## src/rtl/riscv_pkg.sv

```systemverilog
// Shared RV32 datapath constants: widths, ALU opcodes and result-source encodings
// used by the execute-stage operand logic.
package riscv_pkg;

    localparam int XLEN = 32;
    localparam int REGW = 5;

    localparam logic [2:0] ALU_ADD = 3'b000;
    localparam logic [2:0] ALU_SUB = 3'b001;
    localparam logic [2:0] ALU_AND = 3'b010;
    localparam logic [2:0] ALU_OR  = 3'b011;
    localparam logic [2:0] ALU_SLT = 3'b101;

    typedef enum logic [1:0] {
        RS_ALU  = 2'b00,
        RS_LOAD = 2'b01,
        RS_PC4  = 2'b10
    } result_src_e;

endpackage

```

## src/rtl/fwd_mux.sv

```systemverilog
// Priority operand selector: the in-flight EX result beats the writeback bus,
// which beats the register file. x0 is never forwarded.
module fwd_mux #(
    parameter int XLEN = riscv_pkg::XLEN,
    parameter int REGW = riscv_pkg::REGW
) (
    input  logic [REGW-1:0] src,
    input  logic [XLEN-1:0] id_data,
    input  logic            ex_en,
    input  logic [REGW-1:0] ex_rd,
    input  logic [XLEN-1:0] ex_data,
    input  logic            wb_en,
    input  logic [REGW-1:0] wb_rd,
    input  logic [XLEN-1:0] wb_data,
    output logic [XLEN-1:0] data
);

    always_comb begin
        // NOTE: assign a default first so every path drives data and no latch is inferred.
        data = id_data;
        if (src != '0) begin
            if (ex_en && (ex_rd == src)) begin
                data = ex_data;
            end else if (wb_en && (wb_rd == src)) begin
                data = wb_data;
            end
        end
    end

endmodule

```

## src/rtl/ex_operand_stage.sv

```systemverilog
// Decode-to-execute pipeline register feeding the ALU from registered state,
// with operand forwarding resolved at capture and a one-bubble load-use stall.
module ex_operand_stage #(
    parameter int XLEN = riscv_pkg::XLEN,
    parameter int REGW = riscv_pkg::REGW
) (
    input  logic            clk,
    input  logic            rst,
    input  logic            flush,
    input  logic            id_valid,
    output logic            id_ready,
    input  logic [XLEN-1:0] id_pc,
    input  logic [XLEN-1:0] id_rs1_data,
    input  logic [XLEN-1:0] id_rs2_data,
    input  logic [XLEN-1:0] id_imm,
    input  logic [REGW-1:0] id_rs1,
    input  logic [REGW-1:0] id_rs2,
    input  logic [REGW-1:0] id_rd,
    input  logic            id_alu_src,
    input  logic [2:0]      id_alu_control,
    input  logic            id_reg_write,
    input  logic            id_mem_write,
    input  logic [1:0]      id_result_src,
    input  logic [XLEN-1:0] alu_result,
    input  logic            wb_valid,
    input  logic [REGW-1:0] wb_rd,
    input  logic [XLEN-1:0] wb_data,
    output logic            ex_valid,
    input  logic            ex_ready,
    output logic [XLEN-1:0] ex_a,
    output logic [XLEN-1:0] ex_b,
    output logic [2:0]      ex_alu_control,
    output logic [XLEN-1:0] ex_rs2_fwd,
    output logic [XLEN-1:0] ex_pc,
    output logic [REGW-1:0] ex_rd,
    output logic            ex_reg_write,
    output logic            ex_mem_write,
    output logic [1:0]      ex_result_src
);

    import riscv_pkg::*;

    logic            ex_fwd_en;
    logic [XLEN-1:0] ex_fwd_data;
    logic [XLEN-1:0] fwd_rs1;
    logic [XLEN-1:0] fwd_rs2;
    logic            load_use;
    logic            capture;

    // A held load has no value yet; its data arrives later over the writeback bus.
    assign ex_fwd_en   = ex_valid && ex_reg_write && (ex_result_src != RS_LOAD);
    assign ex_fwd_data = (ex_result_src == RS_PC4) ? (ex_pc + XLEN'(4)) : alu_result;

    fwd_mux #(.XLEN(XLEN), .REGW(REGW)) u_fwd_rs1 (
        .src     (id_rs1),
        .id_data (id_rs1_data),
        .ex_en   (ex_fwd_en),
        .ex_rd   (ex_rd),
        .ex_data (ex_fwd_data),
        .wb_en   (wb_valid),
        .wb_rd   (wb_rd),
        .wb_data (wb_data),
        .data    (fwd_rs1)
    );

    fwd_mux #(.XLEN(XLEN), .REGW(REGW)) u_fwd_rs2 (
        .src     (id_rs2),
        .id_data (id_rs2_data),
        .ex_en   (ex_fwd_en),
        .ex_rd   (ex_rd),
        .ex_data (ex_fwd_data),
        .wb_en   (wb_valid),
        .wb_rd   (wb_rd),
        .wb_data (wb_data),
        .data    (fwd_rs2)
    );

    assign load_use = id_valid && ex_valid && (ex_result_src == RS_LOAD) && ex_reg_write
                      && (ex_rd != '0) && ((ex_rd == id_rs1) || (ex_rd == id_rs2));

    assign id_ready = rst && (!ex_valid || ex_ready) && !load_use && !flush;
    assign capture  = id_valid && id_ready;

    always_ff @(posedge clk or negedge rst) begin
        // NOTE: sequential state uses non-blocking assignments so every register samples pre-edge values.
        if (!rst) begin
            ex_valid       <= 1'b0;
            ex_a           <= '0;
            ex_b           <= '0;
            ex_alu_control <= '0;
            ex_rs2_fwd     <= '0;
            ex_pc          <= '0;
            ex_rd          <= '0;
            ex_reg_write   <= 1'b0;
            ex_mem_write   <= 1'b0;
            ex_result_src  <= '0;
        end else if (flush) begin
            // Only the side-effect bits are cleared; stale data is harmless once invalid.
            ex_valid     <= 1'b0;
            ex_reg_write <= 1'b0;
            ex_mem_write <= 1'b0;
        end else if (capture) begin
            ex_valid       <= 1'b1;
            ex_a           <= fwd_rs1;
            ex_b           <= id_alu_src ? id_imm : fwd_rs2;
            ex_alu_control <= id_alu_control;
            ex_rs2_fwd     <= fwd_rs2;
            ex_pc          <= id_pc;
            ex_rd          <= id_rd;
            ex_reg_write   <= id_reg_write;
            ex_mem_write   <= id_mem_write;
            ex_result_src  <= id_result_src;
        end else if (ex_valid && ex_ready) begin
            ex_valid <= 1'b0;
        end
    end

endmodule
```

## config.mk

```make
export PLATFORM = sky130hd
export DESIGN_NAME = ex_operand_stage
export DESIGN_NICKNAME = d
export VERILOG_FILES = /design/src/rtl/riscv_pkg.sv /design/src/rtl/fwd_mux.sv /design/src/rtl/ex_operand_stage.sv
export SDC_FILE = /design/constraint.sdc
export NUM_CORES = 1
export LEC_CHECK = 0
export BUFFER_PORTS_ARGS = -buffer_cell sky130_fd_sc_hd__buf_2
export CORE_MARGIN = 2
export CORE_UTILIZATION = 44
export DETAILED_ROUTE_END_ITERATION = 12
export PLACE_DENSITY = 0.78
export SLEW_MARGIN = 20
export SYNTH_ARGS = -nofsm -noshare
export SYNTH_HDL_FRONTEND = slang
export SYNTH_HIERARCHICAL = 1
export SYNTH_SLANG_ARGS = --single-unit
```

## constraint.sdc

```tcl
create_clock -name clk -period 2.6 [get_ports clk]
set_input_delay 0.26 -clock clk [delete_from_list [all_inputs] [get_ports clk]]
set_output_delay 0.26 -clock clk [all_outputs]
set_load 0.005 [all_outputs]
```

Yosys cells after proc, flatten, opt, wreduce, memory -nomap -nowiden
Cells that the tools add are included.
{ "totals": {"register_bits": 141, "in_bits": 226, "output_inout_bits": 142, "word_cells": 61} }
{ "classes": {"n_addsub": 1, "eq_ne": 7, "muxes": 15, "bitwise_logic": 1, "n_reduce_logical": 27} }
{ "op_table": {"columns": ["cell", "n"], "rows": [
  ["2-to-1 mux 32 bit", 8],
  ["adder 32 x 3 -> 32 bit, second input constant", 1],
  ["equality test 5 bit", 4],
  ["logical AND 1 bit", 16],
  ["nonzero test 5 bit", 3],
  ["2-to-1 mux 1 bit", 7],
  ["zero test 1 bit", 3],
  ["nonzero test 3 bit", 1],
  ["equality test 2 x 1 -> 1 bit, second input constant", 1],
  ["equality test 2 bit, second input constant", 1],
  ["logical OR 1 bit", 2],
  ["!= test 2 x 1 -> 1 bit, second input constant", 1],
  ["AND reduction 2 bit", 1],
  ["nonzero test 2 bit", 1],
  ["inverter 1 bit", 1]
]} }

Depth between registers and ports, before layout
{ "depth": {"word_depth": 11, "depth_mapped": 11, "depth_no_buf": 10} }

Cells and area by module
The synthesis kept the hierarchy.
{ "modules_own_cells": {"columns": ["module", "n_inst", "cells_each", "area_each_um2", "seq_area_each_um2"], "rows": [
  ["ex_operand_stage", 1, 518, 6771.5, 3528.4],
  ["fwd_mux", 2, 98, 922.1, 0.0]
]} }

Worst setup path before layout
Ideal clock, no wire load.
{ "synth_timing": {"path_type": "flip-flop to flip-flop", "start": "register ex_pc[8]", "end": "register ex_b[30]", "setup_time_ns": 0.125, "t_arrival_ns": 2.383, "t_required_ns": 2.475, "path_slack_ns": 0.092, "path_stages_with_launch": 11, "n_path_buf": 1, "period_less_slack_ns": 2.508, "cell_sequence": "dfrtp_1 -> nand4_1 -> nor4_2 -> buf_2 -> nand3_1 -> xor2_1 -> o21ai_0 -> o22ai_1 -> o2bb2a_1 -> mux2_2 -> mux2_2"} }
{ "synth_via": {"elab_chain_len": 5} }
{ "synth_rtl": {"columns": ["element", "line", "text"], "rows": [
  ["start, declared", "ex_operand_stage.sv:34", "output logic [XLEN-1:0] ex_pc,"],
  ["start signal, assigned", "ex_operand_stage.sv:108", "ex_pc <= id_pc;"],
  ["adder 32 x 3 -> 32 bit", "ex_operand_stage.sv:52", "assign ex_fwd_data = (ex_result_src == RS_PC4) ? (ex_pc + XLEN'(4)) : alu_result;"],
  ["2-to-1 mux 32 bit", "ex_operand_stage.sv:52", null],
  ["via ex_fwd_data[30]", "ex_operand_stage.sv:44", "logic [XLEN-1:0] ex_fwd_data;"],
  ["2-to-1 mux 32 bit", "fwd_mux.sv:22", "if (ex_en && (ex_rd == src)) begin"],
  ["2-to-1 mux 32 bit", "fwd_mux.sv:21", "if (src != '0) begin"],
  ["via fwd_rs2[30]", "ex_operand_stage.sv:46", "logic [XLEN-1:0] fwd_rs2;"],
  ["2-to-1 mux 32 bit", "ex_operand_stage.sv:105", "ex_b <= id_alu_src ? id_imm : fwd_rs2;"],
  ["end signal, assigned", "ex_operand_stage.sv:105", null],
  ["end, declared", "ex_operand_stage.sv:31", "output logic [XLEN-1:0] ex_b,"]
]} }
The timed path passes the listed nets, and every way through them passes these cells.
A chain may end at the register's enable or synchronous reset.

Worst setup path after layout
{ "layout_timing": {"start": "register ex_result_src[0]", "end": "register ex_b[30]"} }
{ "layout_via": {"word_cells_on_any_way": 18, "classes_between": "eq/ne (3); mux (4); reduce/logical (11)"} }
{ "layout_rtl": {"columns": ["element", "line", "text"], "rows": [
  ["start, declared", "ex_operand_stage.sv:38", "output logic [1:0] ex_result_src"],
  ["start signal, assigned", "ex_operand_stage.sv:112", "ex_result_src <= id_result_src;"],
  ["!= test 2 x 1 -> 1 bit", "ex_operand_stage.sv:51", "assign ex_fwd_en = ex_valid && ex_reg_write && (ex_result_src != RS_LOAD);"],
  ["logical AND 1 bit", "ex_operand_stage.sv:51", null],
  ["via ex_fwd_en", "ex_operand_stage.sv:43", "logic ex_fwd_en;"],
  ["logical AND 1 bit", "fwd_mux.sv:22", null],
  ["2-to-1 mux 32 bit", "fwd_mux.sv:22", null],
  ["2-to-1 mux 32 bit", "fwd_mux.sv:21", null],
  ["via fwd_rs2[30]", "ex_operand_stage.sv:46", null],
  ["2-to-1 mux 32 bit", "ex_operand_stage.sv:105", null]
]} }
The timed path passes the listed nets, and every way through them passes these cells.

==> flow_summary_export.csv <==
group,metric,value,unit
die,ios,368,
cts,cts_made_buffers,17,
final_layout,seqCellArea,3530,um^2
die,die_h,144,um
synthesis,synth_area,8620,um^2
detailed_routing,route.vias.total,7591,
placed_design,pre_cts_ws,-0.0296,ns
placed_design,place_congestion,0.927,
run_status,outcome,"complete, but fails checks",
placed_design,port_buffers,367,
worst_setup_path,crit_top_cell,"mux2_2",
synthesis,synth_top_cell_by_area,"dfrtp_1",
worst_setup_path,crit_buf_inv,2,
final_layout,area_delta_synth_final,35.3,%
die,std_cell_rows,51,
die,die-area,20700,um^2
final_layout,layout_commonest_cell,"buf_2",
worst_setup_path,startpoint_type,"register",
final_layout,final_cell_mix,"buf_2 (366), dfrtp_1 (140), mux2_1 (110)",
worst_setup_path,cp.required,2.90,ns
detailed_routing,final_antenna_net_count,0,
worst_setup_path,endpoint_kind,"register",
power,p_per_area,655,nW/um^2
global_routing,grtUsageTotal,26.7,%
die,start_util,44.6,%
cts,cts.clk_slew.worst_paths,0.07,ns
final_layout,multiInputGateArea,4750,um^2
global_routing,grt_pass1_vias,7838,
worst_setup_path,worstPathArrival,2.77,ns
final_layout,fillCellCount,1611,
worst_setup_path,cp_max_fo,22,
cts,cts.sinks,141,
run,maxCapViolCount,0,
synthesis,synth_warnings,6,
global_routing,grt_max_degree,143,
detailed_routing,dr.pass1.iters,5,
placed_design,dp_hpwl,21200,um
detailed_routing,drcViolationCount,0,
timing,final.setup.worst_slack,0.122,ns
cts,cts_hold_buffers,0,
worst_setup_path,critPathSlowestCell,"or3_1",
synthesis,syn_avg_cell_area,12.1,um^2
global_routing,grt_pass1_wl,42100,um
die,fp.dieW,144,um
global_routing,antenna_found_initial,2,
global_routing,grt_overflow,0,
synthesis,synth_ff_type,"dfrtp_1",
cts,clock-root-buffer,"clkbuf_16",
cts,clkLatencyLatePin,0.42,ns
timing,min_period_over_period,95.3,%
timing,worstMarginPinSlew,0.795,ns
power,ir_worst_vdd,0.423,mV
synthesis,synth-edff-count,0,
synthesis,netlist_instances,714,
cts,cts_tree,"yes",
synthesis,ys_seq_area_share,41.0,%
detailed_routing,first_iter_violations,368,
timing,fin_setup_tns,0,ns
final_layout,fin_area,11700,um^2
die,core-area,19300,um^2
timing,fin_hold_ws,-0.0574,ns
synthesis,synth_top_area_share,41.0,%
synthesis,async_flop_share,100,%
synthesis,ys_ff_latch,141,
min_path,hold_class,"in2async",
final_layout,num-nets-final,1328,
timing,timing.fmax,404,MHz
cts,h-tree-depth,4,
worst_setup_path,critPathKind,"reg2reg",
detailed_routing,via_per_inst,5.50,
worst_setup_path,crit_path_max_incr_delay,0.42,ns
timing,rsz0062_at_grt,"yes",
synthesis,syn_nets,941,
detailed_routing,wl_per_cell,20.4,um
detailed_routing,wirelength,28200,um
worst_setup_path,reg2reg_slack,0.12,ns
final_layout,drive_above_1_share,53.8,%
timing,fin_skew,0.0119,ns
timing,setup_violations,0,
timing,relSlewSlack,47.0,%
synthesis,synth_cell_type_count,42,
timing,hold_viol,14,
worst_setup_path,path_delay_family,"simple AND/OR/NAND/NOR gates",
run_status,violations,"hold timing",
synthesis,yosys-top-cells-area,"dfrtp_1 (41%), mux2_1 (14%), a2bb2oi_2 (10%)",
placed_design,placedInstanceArea,11000,um^2
timing,period_minus_slack,2.48,ns
worst_setup_path,worstPathCellList,"nand2b_1, nor2b_1, inv_1, or3_1, buf_6, o22ai_1, o2bb2a_1, mux2_2, mux2_2",
cts,cts_max_path_buffers,2,
power,static-leakage-power,5.33,nW
timing,maxSlewViolCount,0,
==> timing repair <==
action	in CTS	in global routing
pin swaps	3	4
gates resized for setup	1	15
setup buffers	0	4
endpoints found under the setup margin	3	19
==> area by class of cell <==
type / count / area share [%]
clock buffer: 19 / 3.71
timing repair buffer: 423 / 20.8
antenna: 2 / 0.0429
sequential: 141 / 30.3
clock inverter: 13 / 1.43
inverter: 5 / 0.161
tap: 265 / 2.84
multi-input combinational: 513 / 40.7
==> where the power goes <==
group | leakage, nW | internal [mW] | switching (mW) | total (mW)
sequential | 1.67 | 2.66 | 0.272 | 2.94
clock | 0.284 | 1.52 | 1.01 | 2.53
combinational | 3.37 | 1.15 | 1.03 | 2.18
total | 5.33 | 5.33 | 2.31 | 7.64
==> final timing paths <==
check | start | depth (start not counted) | endpoint
setup / recovery | ex_result_src[0]$_DFFE_PN0P_ | 9 | ex_b[30]$_DFFE_PN0P_
hold / removal | rst | 2 | ex_reg_write$_DFFE_PN0P_
setup reg to reg | ex_result_src[0]$_DFFE_PN0P_ | 9 | ex_b[30]$_DFFE_PN0P_
hold reg to reg | ex_alu_control[0]$_DFFE_PN0P_ | 1 | ex_alu_control[0]$_DFFE_PN0P_
max in group asynchronous | rst | 2 | ex_a[14]$_DFFE_PN0P_
min in group clk | id_pc[4] | 2 | ex_pc[4]$_DFFE_PN0P_
==> per-layer routing <==
metal | up-vias | track usage (%) | share of wire [%]
met5 | - | 0 | 0
met2 | 353 | 45.2 | 49
met3 | 60 | 7.00 | 8.3
li1 | 3469 | - | -
met1 | 3709 | 32.3 | 39
met4 | 0 | 10.7 | 2.9
==> cell families after synthesis <==
kind of cell	after synthesis	share of synthesized area [%]
buffers and inverters	60	5.07
flip-flops	141	41.0
AO/OA/AOI/OAI	169	18.7
multiplexers	174	22.7
AND/OR/NAND/NOR	111	6.46
XOR/XNOR	58	5.90
adder cells (fa/ha/maj)	1	0.145
==> worst register-to-register path: stages, from the launching register on <==
cell and delay (ns):
dfrtp_1 0.40, nand2b_1 0.09, nor2b_1 0.18, inv_1 0.10, or3_1 0.43, buf_6 0.21, o22ai_1 0.18, o2bb2a_1 0.24
mux2_2 0.26, mux2_2 0.26
==> through the flow <==
stage / utilization [%] / hold WS, ns / instances / total power, mW
after detailed placement: 56.7 / 0.460 / 1343 / 5.13
final: 60.3 / -0.0574 / 1381 / 7.64
after global routing: 60.3 / 0.0305 / 1380 / 8.04
after CTS: 59.8 / 0.00901 / 1375 / 7.67
after floorplan: - / -0.0356 / 714 / 3.95
after global placement: 56.7 / 0.453 / 1343 / 5.07
==> cell usage after synthesis, types with 15 or more instances <==
library cell,number
dfrtp_1,141
mux2_1,110
o22ai_1,65
mux2_2,64
a2bb2oi_2,60
nand2_1,43
xor2_1,43
clkbuf_1,31
o21ai_0,28
nand3_1,16
nand4_1,16
xnor2_1,15
==> flip-flops by register name (all words and copies together) (netlist names) <==
signal,count
ex_a,32
ex_mem_write,1
ex_reg_write,1
ex_result_src,2
ex_rs2_fwd,32
ex_valid,1
ex_alu_control,3
ex_rd,5
ex_b,32
ex_pc,32
(Power assumes the default switching activity.)
